### src/rtl/core_mem_arbiter.sv
// Round-robin arbiter sharing one data-memory read/write channel among NUM_REQ LSUs.
// One transaction in flight at a time; valid/ready handshakes on both sides.
module core_mem_arbiter #(
  parameter int unsigned NUM_REQ   = 4,
  parameter int unsigned ADDR_BITS = 8,
  parameter int unsigned DATA_BITS = 8
) (
  input  logic                                clk,
  input  logic                                reset,
  input  logic [NUM_REQ-1:0]                  req_valid,
  input  logic [NUM_REQ-1:0]                  req_write,
  input  logic [NUM_REQ-1:0][ADDR_BITS-1:0]   req_address,
  input  logic [NUM_REQ-1:0][DATA_BITS-1:0]   req_wdata,
  output logic [NUM_REQ-1:0]                  req_ready,
  output logic [NUM_REQ-1:0][DATA_BITS-1:0]   req_rdata,
  output logic                                mem_read_valid,
  output logic [ADDR_BITS-1:0]                mem_read_address,
  input  logic                                mem_read_ready,
  input  logic [DATA_BITS-1:0]                mem_read_data,
  output logic                                mem_write_valid,
  output logic [ADDR_BITS-1:0]                mem_write_address,
  output logic [DATA_BITS-1:0]                mem_write_data,
  input  logic                                mem_write_ready,
  output logic                                busy
);

  localparam int unsigned GW = (NUM_REQ > 1) ? $clog2(NUM_REQ) : 1;

  typedef enum logic [1:0] {
    ARB_IDLE,
    ARB_READ,
    ARB_WRITE,
    ARB_RELEASE
  } state_e;

  state_e                              state_q, state_d;
  logic [GW-1:0]                       grant_q, grant_d;
  logic [GW-1:0]                       rr_ptr_q, rr_ptr_d;
  logic [NUM_REQ-1:0]                  ready_q, ready_d;
  logic [NUM_REQ-1:0][DATA_BITS-1:0]   rdata_q, rdata_d;
  logic                                rd_vld_q, rd_vld_d;
  logic [ADDR_BITS-1:0]                rd_addr_q, rd_addr_d;
  logic                                wr_vld_q, wr_vld_d;
  logic [ADDR_BITS-1:0]                wr_addr_q, wr_addr_d;
  logic [DATA_BITS-1:0]                wr_data_q, wr_data_d;
  logic                                busy_q, busy_d;

  logic                                pick_vld;
  logic [GW-1:0]                       pick_idx;

  // First pending requester at or after rr_ptr, wrapping by compare-and-subtract.
  always_comb begin
    int unsigned cand;
    cand     = 0;
    pick_vld = 1'b0;
    pick_idx = '0;
    for (int unsigned k = 0; k < NUM_REQ; k++) begin
      cand = 32'(rr_ptr_q) + k;
      if (cand >= NUM_REQ) begin
        cand = cand - NUM_REQ;
      end
      if (!pick_vld && req_valid[GW'(cand)]) begin
        pick_vld = 1'b1;
        pick_idx = GW'(cand);
      end
    end
  end

  always_comb begin
    state_d   = state_q;
    grant_d   = grant_q;
    rr_ptr_d  = rr_ptr_q;
    ready_d   = ready_q;
    rdata_d   = rdata_q;
    rd_vld_d  = rd_vld_q;
    rd_addr_d = rd_addr_q;
    wr_vld_d  = wr_vld_q;
    wr_addr_d = wr_addr_q;
    wr_data_d = wr_data_q;

    unique case (state_q)
      ARB_IDLE: begin
        if (pick_vld) begin
          grant_d = pick_idx;
          if (req_write[pick_idx]) begin
            wr_vld_d  = 1'b1;
            wr_addr_d = req_address[pick_idx];
            wr_data_d = req_wdata[pick_idx];
            state_d   = ARB_WRITE;
          end else begin
            rd_vld_d  = 1'b1;
            rd_addr_d = req_address[pick_idx];
            state_d   = ARB_READ;
          end
        end
      end
      ARB_READ: begin
        if (mem_read_ready) begin
          rd_vld_d         = 1'b0;
          rdata_d[grant_q] = mem_read_data;
          ready_d[grant_q] = 1'b1;
          state_d          = ARB_RELEASE;
        end
      end
      ARB_WRITE: begin
        if (mem_write_ready) begin
          wr_vld_d         = 1'b0;
          ready_d[grant_q] = 1'b1;
          state_d          = ARB_RELEASE;
        end
      end
      ARB_RELEASE: begin
        // Completion is held until the requester withdraws, then the pointer advances past it.
        if (!req_valid[grant_q]) begin
          ready_d[grant_q] = 1'b0;
          rr_ptr_d = (grant_q == GW'(NUM_REQ - 1)) ? '0 : grant_q + GW'(1);
          state_d  = ARB_IDLE;
        end
      end
      default: state_d = ARB_IDLE;
    endcase

    busy_d = (state_d != ARB_IDLE);
  end

  always_ff @(posedge clk or posedge reset) begin
    if (reset) begin
      state_q   <= ARB_IDLE;
      grant_q   <= '0;
      rr_ptr_q  <= '0;
      ready_q   <= '0;
      rdata_q   <= '0;
      rd_vld_q  <= 1'b0;
      rd_addr_q <= '0;
      wr_vld_q  <= 1'b0;
      wr_addr_q <= '0;
      wr_data_q <= '0;
      busy_q    <= 1'b0;
    end else begin
      state_q   <= state_d;
      grant_q   <= grant_d;
      rr_ptr_q  <= rr_ptr_d;
      ready_q   <= ready_d;
      rdata_q   <= rdata_d;
      rd_vld_q  <= rd_vld_d;
      rd_addr_q <= rd_addr_d;
      wr_vld_q  <= wr_vld_d;
      wr_addr_q <= wr_addr_d;
      wr_data_q <= wr_data_d;
      busy_q    <= busy_d;
    end
  end

  assign req_ready         = ready_q;
  assign req_rdata         = rdata_q;
  assign mem_read_valid    = rd_vld_q;
  assign mem_read_address  = rd_addr_q;
  assign mem_write_valid   = wr_vld_q;
  assign mem_write_address = wr_addr_q;
  assign mem_write_data    = wr_data_q;
  assign busy              = busy_q;

endmodule
### config.mk
export PLATFORM = sky130hd
export DESIGN_NAME = core_mem_arbiter
export DESIGN_NICKNAME = d
export VERILOG_FILES = /design/src/rtl/core_mem_arbiter.sv
export SDC_FILE = /design/constraint.sdc
export NUM_CORES = 1
export LEC_CHECK = 0
export CORE_ASPECT_RATIO = 2
export CORE_MARGIN = 2
export CORE_UTILIZATION = 44
export CTS_BUF_LIST = sky130_fd_sc_hd__clkbuf_2 sky130_fd_sc_hd__clkbuf_4 sky130_fd_sc_hd__clkbuf_8
export CTS_CLUSTER_DIAMETER = 100
export DETAILED_ROUTE_END_ITERATION = 12
export GPL_TIMING_DRIVEN = 0
export PLACE_DENSITY = 0.85
export SYNTH_ARGS = -nofsm -noshare
export SYNTH_HDL_FRONTEND = slang
export SYNTH_SLANG_ARGS = --single-unit
### constraint.sdc
create_clock -name clk -period 2.64 [get_ports clk]
set_clock_uncertainty 0.05 [all_clocks]
set_input_delay 0.264 -clock clk [delete_from_list [all_inputs] [get_ports clk]]
set_output_delay 0.264 -clock clk [all_outputs]
set_load 0.03 [all_outputs]
## Yosys cells after proc, flatten, opt, wreduce, memory -nomap -nowiden

Index checks and enable logic that the tools add are counted.

- Reduce and logical (&&, ||, !) cells: 20
- Mux-type cells: 52
- Eq/ne operators: 10
- Add/sub/neg operators: 8
- Magnitude comparators: 11
- Bitwise operators: 5

Operator list:

| cell | count |
|---|---|
| binary-select mux 8 bit (select 2 bit) | 2 |
| bitwise mux 32 bit | 1 |
| two-way mux 2 bit | 14 |
| two-way mux 8 bit | 3 |
| < comparator 2 x 3 -> 1 bit (second input constant) | 6 |
| two-way mux 1 bit | 17 |
| demux 8 bit (select 2 bit) | 1 |
| binary-select mux 1 bit (select 2 bit) | 6 |
| two-way mux 4 bit | 3 |
| != test 2 bit (second input constant) | 6 |
| case mux 4 bit (3 select lines) | 1 |
| AND reduction 4 bit | 3 |
| >= comparator 3 bit (second input constant) | 3 |
| case mux 2 bit (4 select lines) | 1 |
| subtractor 2 x 1 -> 2 bit (second input constant) | 4 |
| adder 2 x 2 -> 3 bit (second input constant) | 2 |
| == test 2 bit (second input constant) | 3 |
| AND reduction 2 bit | 3 |
| AND reduction 3 bit | 2 |
| nonzero test 2 bit | 3 |
| AND 4 bit | 1 |
| logical AND 1 bit | 4 |
| NOT 4 bit | 1 |
| bitwise OR 4 bit | 1 |
| 11 further kinds | 15 |

- Register bits: 69
- Output and inout port bits: 63

## Logic depth before layout (Yosys ltp)

- Word-level depth: 20
- Depth in mapped cells: 9
- Gate-level depth less buffers: 6

## Least setup slack after synthesis

OpenSTA, ideal clock, no wires.

- Path type: reg-to-reg
- From: register grant_q[0]
- To: register rr_ptr_q[0]
- Path buffers: 0
- Period minus slack after synthesis: 1,916 ps
- Stages on the path, launching flop included: 5
- Required time: 2,465 ps
- Arrival: 1,741 ps
- Setup slack: 724 ps
- Path through: dfrtp_1 -> mux4_2 -> nand2b_1 -> nor2_1 -> mux2_2

- Longest elaborated chain between the ends: 4
- Elaborated cells between the ends (all ways): 7
- Those cells by class: add/sub: 1; eq/ne: 1; mux: 3; bitwise: 1; reduce/logical: 1

Ends and longest elaborated chain:

| item | line | RTL |
|---|---|---|
| start, declared | 37 | `logic [GW-1:0] grant_q, grant_d;` |
| start signal, assigned | 141 | `grant_q <= grant_d;` |
| binary-select mux 1 bit (select 2 bit) | 114 | `if (!req_valid[grant_q]) begin` |
| two-way mux 1 bit (implied by the code) | 114 |  |
| NOT 1 bit (no line) | n/a |  |
| AND reduction 2 bit (no line) | n/a |  |
| end signal, assigned | 142 | `rr_ptr_q <= rr_ptr_d;` |
| end, declared | 38 | `logic [GW-1:0] rr_ptr_q, rr_ptr_d;` |

Several ways; a longest one is shown, not always the timed one. The select of a mux whose other input is x is not followed.
A chain may end at the register's enable or synchronous reset.

## Worst setup path after layout

- From: input req_valid[0]
- To: register wr_addr_q[2], in the netlist mem_write_address[2]

- Longest elaborated chain between the ends: 15
- Elaborated cells between the ends (all ways): 27
- Those cells by class: mux: 20; reduce/logical: 7

Ends and longest elaborated chain:

| item | line | RTL |
|---|---|---|
| start, declared | 10 | `input logic [NUM_REQ-1:0] req_valid,` |
| binary-select mux 1 bit (select 2 bit) | 62 | `if (!pick_vld && req_valid[GW'(cand)]) begin` |
| two-way mux 1 bit (implied by the code) | 62 |  |
| two-way mux 1 bit | 62 |  |
| logical NOT 1 bit | 62 |  |
| logical AND 1 bit | 62 |  |
| two-way mux 1 bit | 62 |  |
| logical NOT 1 bit | 62 |  |
| logical AND 1 bit | 62 |  |
| two-way mux 1 bit | 62 |  |
| logical NOT 1 bit | 62 |  |
| logical AND 1 bit | 62 |  |
| two-way mux 2 bit | 62 |  |
| binary-select mux 1 bit (select 2 bit) | 85 | `if (req_write[pick_idx]) begin` |
| two-way mux 1 bit (implied by the code) | 85 |  |
| AND reduction 3 bit (no line) | n/a |  |
| end signal, assigned | 148 | `wr_addr_q <= wr_addr_d;` |
| end, declared | 44 | `logic [ADDR_BITS-1:0] wr_addr_q, wr_addr_d;` |

Several ways; a longest one is shown, not always the timed one. The select of a mux whose other input is x is not followed.

==> results.yml <==
status:
  status: "finished, final reports clean"
timing:
  rsz0062_at_grt: "false"
  worst_pin_slew_ns: 0.8644
  fmax_mhz: 428.0
  slew_headroom_pct: 42.38
  hold_ws_ns: 0.3956
  period_needed_ns: 2.336
  hold_viol: 0
  slew_violations: 0
  setup_viol: 0
  finalCritPeriodShare_pct: 88.49
synthesis:
  yosysWarnings: 0
  async_flop_share_pct: 100.0
  synth_compound_area_share_pct: 4.899
  synth-main-ff-cell: "dfrtp_1"
  synthCells: 266
  syn-num-nets: 354
  synth.avg_cell_area_um2: 12.77
  synth_xor_xnor_area_share_pct: 0
  synth.distinct_cells: 31
  ys_seq_area_share_pct: 50.83
  synth_seq_cells: 69
  synth_top_family_by_area: "multiplexers"
  synthAdderAreaFrac_pct: 1.473
  synth_area_mm2: 0.003397
  synthMuxAreaShare_pct: 34.33
  synthSimpleGateAreaFrac_pct: 4.088
  synth_edf_count: 0
floorplan:
  rows: 45
  die_area_mm2: 0.008482
  die_w_um: 66.13
  die_h_um: 128.3
  io_pins: 147
  coreArea_mm2: 0.007545
  start_util_pct: 45.02
clocking:
  clock_latency_ns: 0.36
  cts_resized: 0
  post_cts_buffers: 0
  htree_levels: 3
  clkTransAtPathRegs_ns: 0.08
  ctsRootBufferMaster: "clkbuf_8"
  cts_inserted_buffers: 9
  clkSinkCount: 69
  cts.path.max_buffers: 2
  cts_hold_buf: 0
  cts_tree: "built"
routing:
  wl_per_cell_um: 18.37
  wl_um: 9590
  drc_errors: 0
  drtIter0Drc: 53
  ant_nets: 0
  vias_per_cell: 5.222
  dr_total_vias: 2726
  drt_pre_antenna_iters: 4
grt:
  first_global_vias: 3000
  grt_usage_pct: 23.37
  grt_max_degree: 70
  grt_pass1_wl_um: 14700
  antenna_found_initial: 0
  grt-ovfl-total: 0
layout:
  antenna_cells: 0
  final_cells: 522
  area_growth_syn_to_layout_pct: 53.15
  drive_gt1_share_pct: 16.82
  fin_nets: 511
  stdcell_area_mm2: 0.005202
  utilization_pct: 68.96
job:
  cap_violations: 0
critical_path:
  crit_family: "buffers and inverters"
  arrival_ns: 2.55
  cp.depth: 10
  r2r_cells: 6
  slowest_stage: "clkdlybuf4s50_1"
  crit_required_ns: 2.86
  critPathMaxFanout: 10
  cp-end-kind: "flip-flop"
  worstSetupPathType: "input pin to flip-flop"
  startpoint_type: "input pin"
  crit_buf_inv: 4
  slowest_delay_ns: 0.56
  path_cells: "clkdlybuf4s50_1 > nor2b_2 > a21oi_1 > o221ai_1 > buf_4 > mux2i_1 > o22a_1 > buf_6 > buf_6 > mux2i_1"
power:
  total_power_mw: 6.555
  p_leak_nw: 2.370
  peakVddDrop_mv: 0.8087
  p_per_area_mw_per_mm2: 1260
placement:
  dpl_cell_area_mm2: 0.004979
  gp_congestion: 0.7972
  placedCellCount: 506
  dp.final_hpwl_um: 7195
  port_buffers: 146
worst_hold_path:
  hold_class: "input pin to asynchronous set/reset pin"
worst paths after layout:
path                              startpoint              endpoint  slack, ns
min                                    reset          req_rdata[1]       0.40
max                             req_valid[0]  mem_write_address[2]       0.30
max reg2reg                      rr_ptr_q[1]  mem_write_address[0]       0.36
min in group clk           mem_write_data[7]     mem_write_data[7]       0.44
min reg2reg                mem_write_data[7]     mem_write_data[7]       0.44
max in group asynchronous              reset     mem_write_data[4]       1.58
synthesized netlist by cell type (all sizes together) (2+ instances only):
cell type | n | area, um2
dfrtp | 69 | 1727
o22a | 2 | 17.52
a21oi | 13 | 65.06
nand2b | 3 | 18.77
inv | 22 | 82.58
nor2b | 3 | 21.27
buf | 8 | 62.56
mux2 | 50 | 563.0
nor2 | 7 | 26.28
ha | 4 | 50.05
nand2 | 10 | 37.54
mux2i | 58 | 580.6
o21ai | 5 | 25.02
registers in the layout (all words and copies together), names as in the netlist, named ones only:
signal and flops:
mem_read_address 8, busy 1, grant_q 2, mem_write_data 8, req_rdata 32, rr_ptr_q 2, mem_write_address 8, state_q 2
mem_write_valid 1, mem_read_valid 1
metal layers:
metal	global-route usage (%)	part of all wire, %	vias to the layer above
li1	-	-	1252
met1	21.54	32	1333
met2	43.41	57	119
met3	7.638	8.2	22
met4	12.00	2.7	0
met5	0	0	-
where the power goes:
| part | leakage [nW] | total, mW | switching [mW] | internal [mW] |
|---|---|---|---|---|
| Combinational | 1.44 | 3.68 | 2.00 | 1.68 |
| Clock | 0.112 | 0.970 | 0.415 | 0.556 |
| Sequential | 0.819 | 1.90 | 0.317 | 1.59 |
layout make-up:
type	instances	area, um2
Fill cell	585	2342
Sequential cell	69	1727
Multi-Input combinational cell	166	1521
Timing Repair Buffer	146	1461
Clock buffer	10	137.6
Tap cell	94	117.6
Clock inverter	6	86.33
Inverter	22	85.08
Buffer	9	66.31
cells in the final DEF (no fill, tap or decap), types with 2 or more instances in the layout:
cell type	netlist	routed
ha_1	4	4
inv_1	21	20
clkbuf_8	0	10
o21ai_0	4	4
nand2_1	10	10
nor2b_1	2	2
nand2b_1	3	3
mux2_1	8	8
dfrtp_1	69	69
mux2_2	42	42
buf_6	2	2
a21oi_1	13	13
clkdlybuf4s50_1	0	146
buf_4	4	4
mux2i_1	58	58
bufinv_16	0	2
clkinv_2	0	2
o22a_1	2	2
nor2_1	7	7
buf_2	2	2
per-stage QoR:
stage,worst slack [ns],TNS (ns)
6_report,0.3038,0
5_1_grt,0.09275,0
4_1_cts,0.2860,0
3_5_place_dp,-0.07328,-0.6983
3_3_place_gp,-0.5240,-35.79
2_1_floorplan,0.5861,0
logic make-up after synthesis:
logic type      Yosys count
simple gates             26
flops                    69
fa+ha+maj                 4
buf+inv                  31
compound gates           27
mux                     109
No activity file was read; power rests on OpenSTA's default activity.
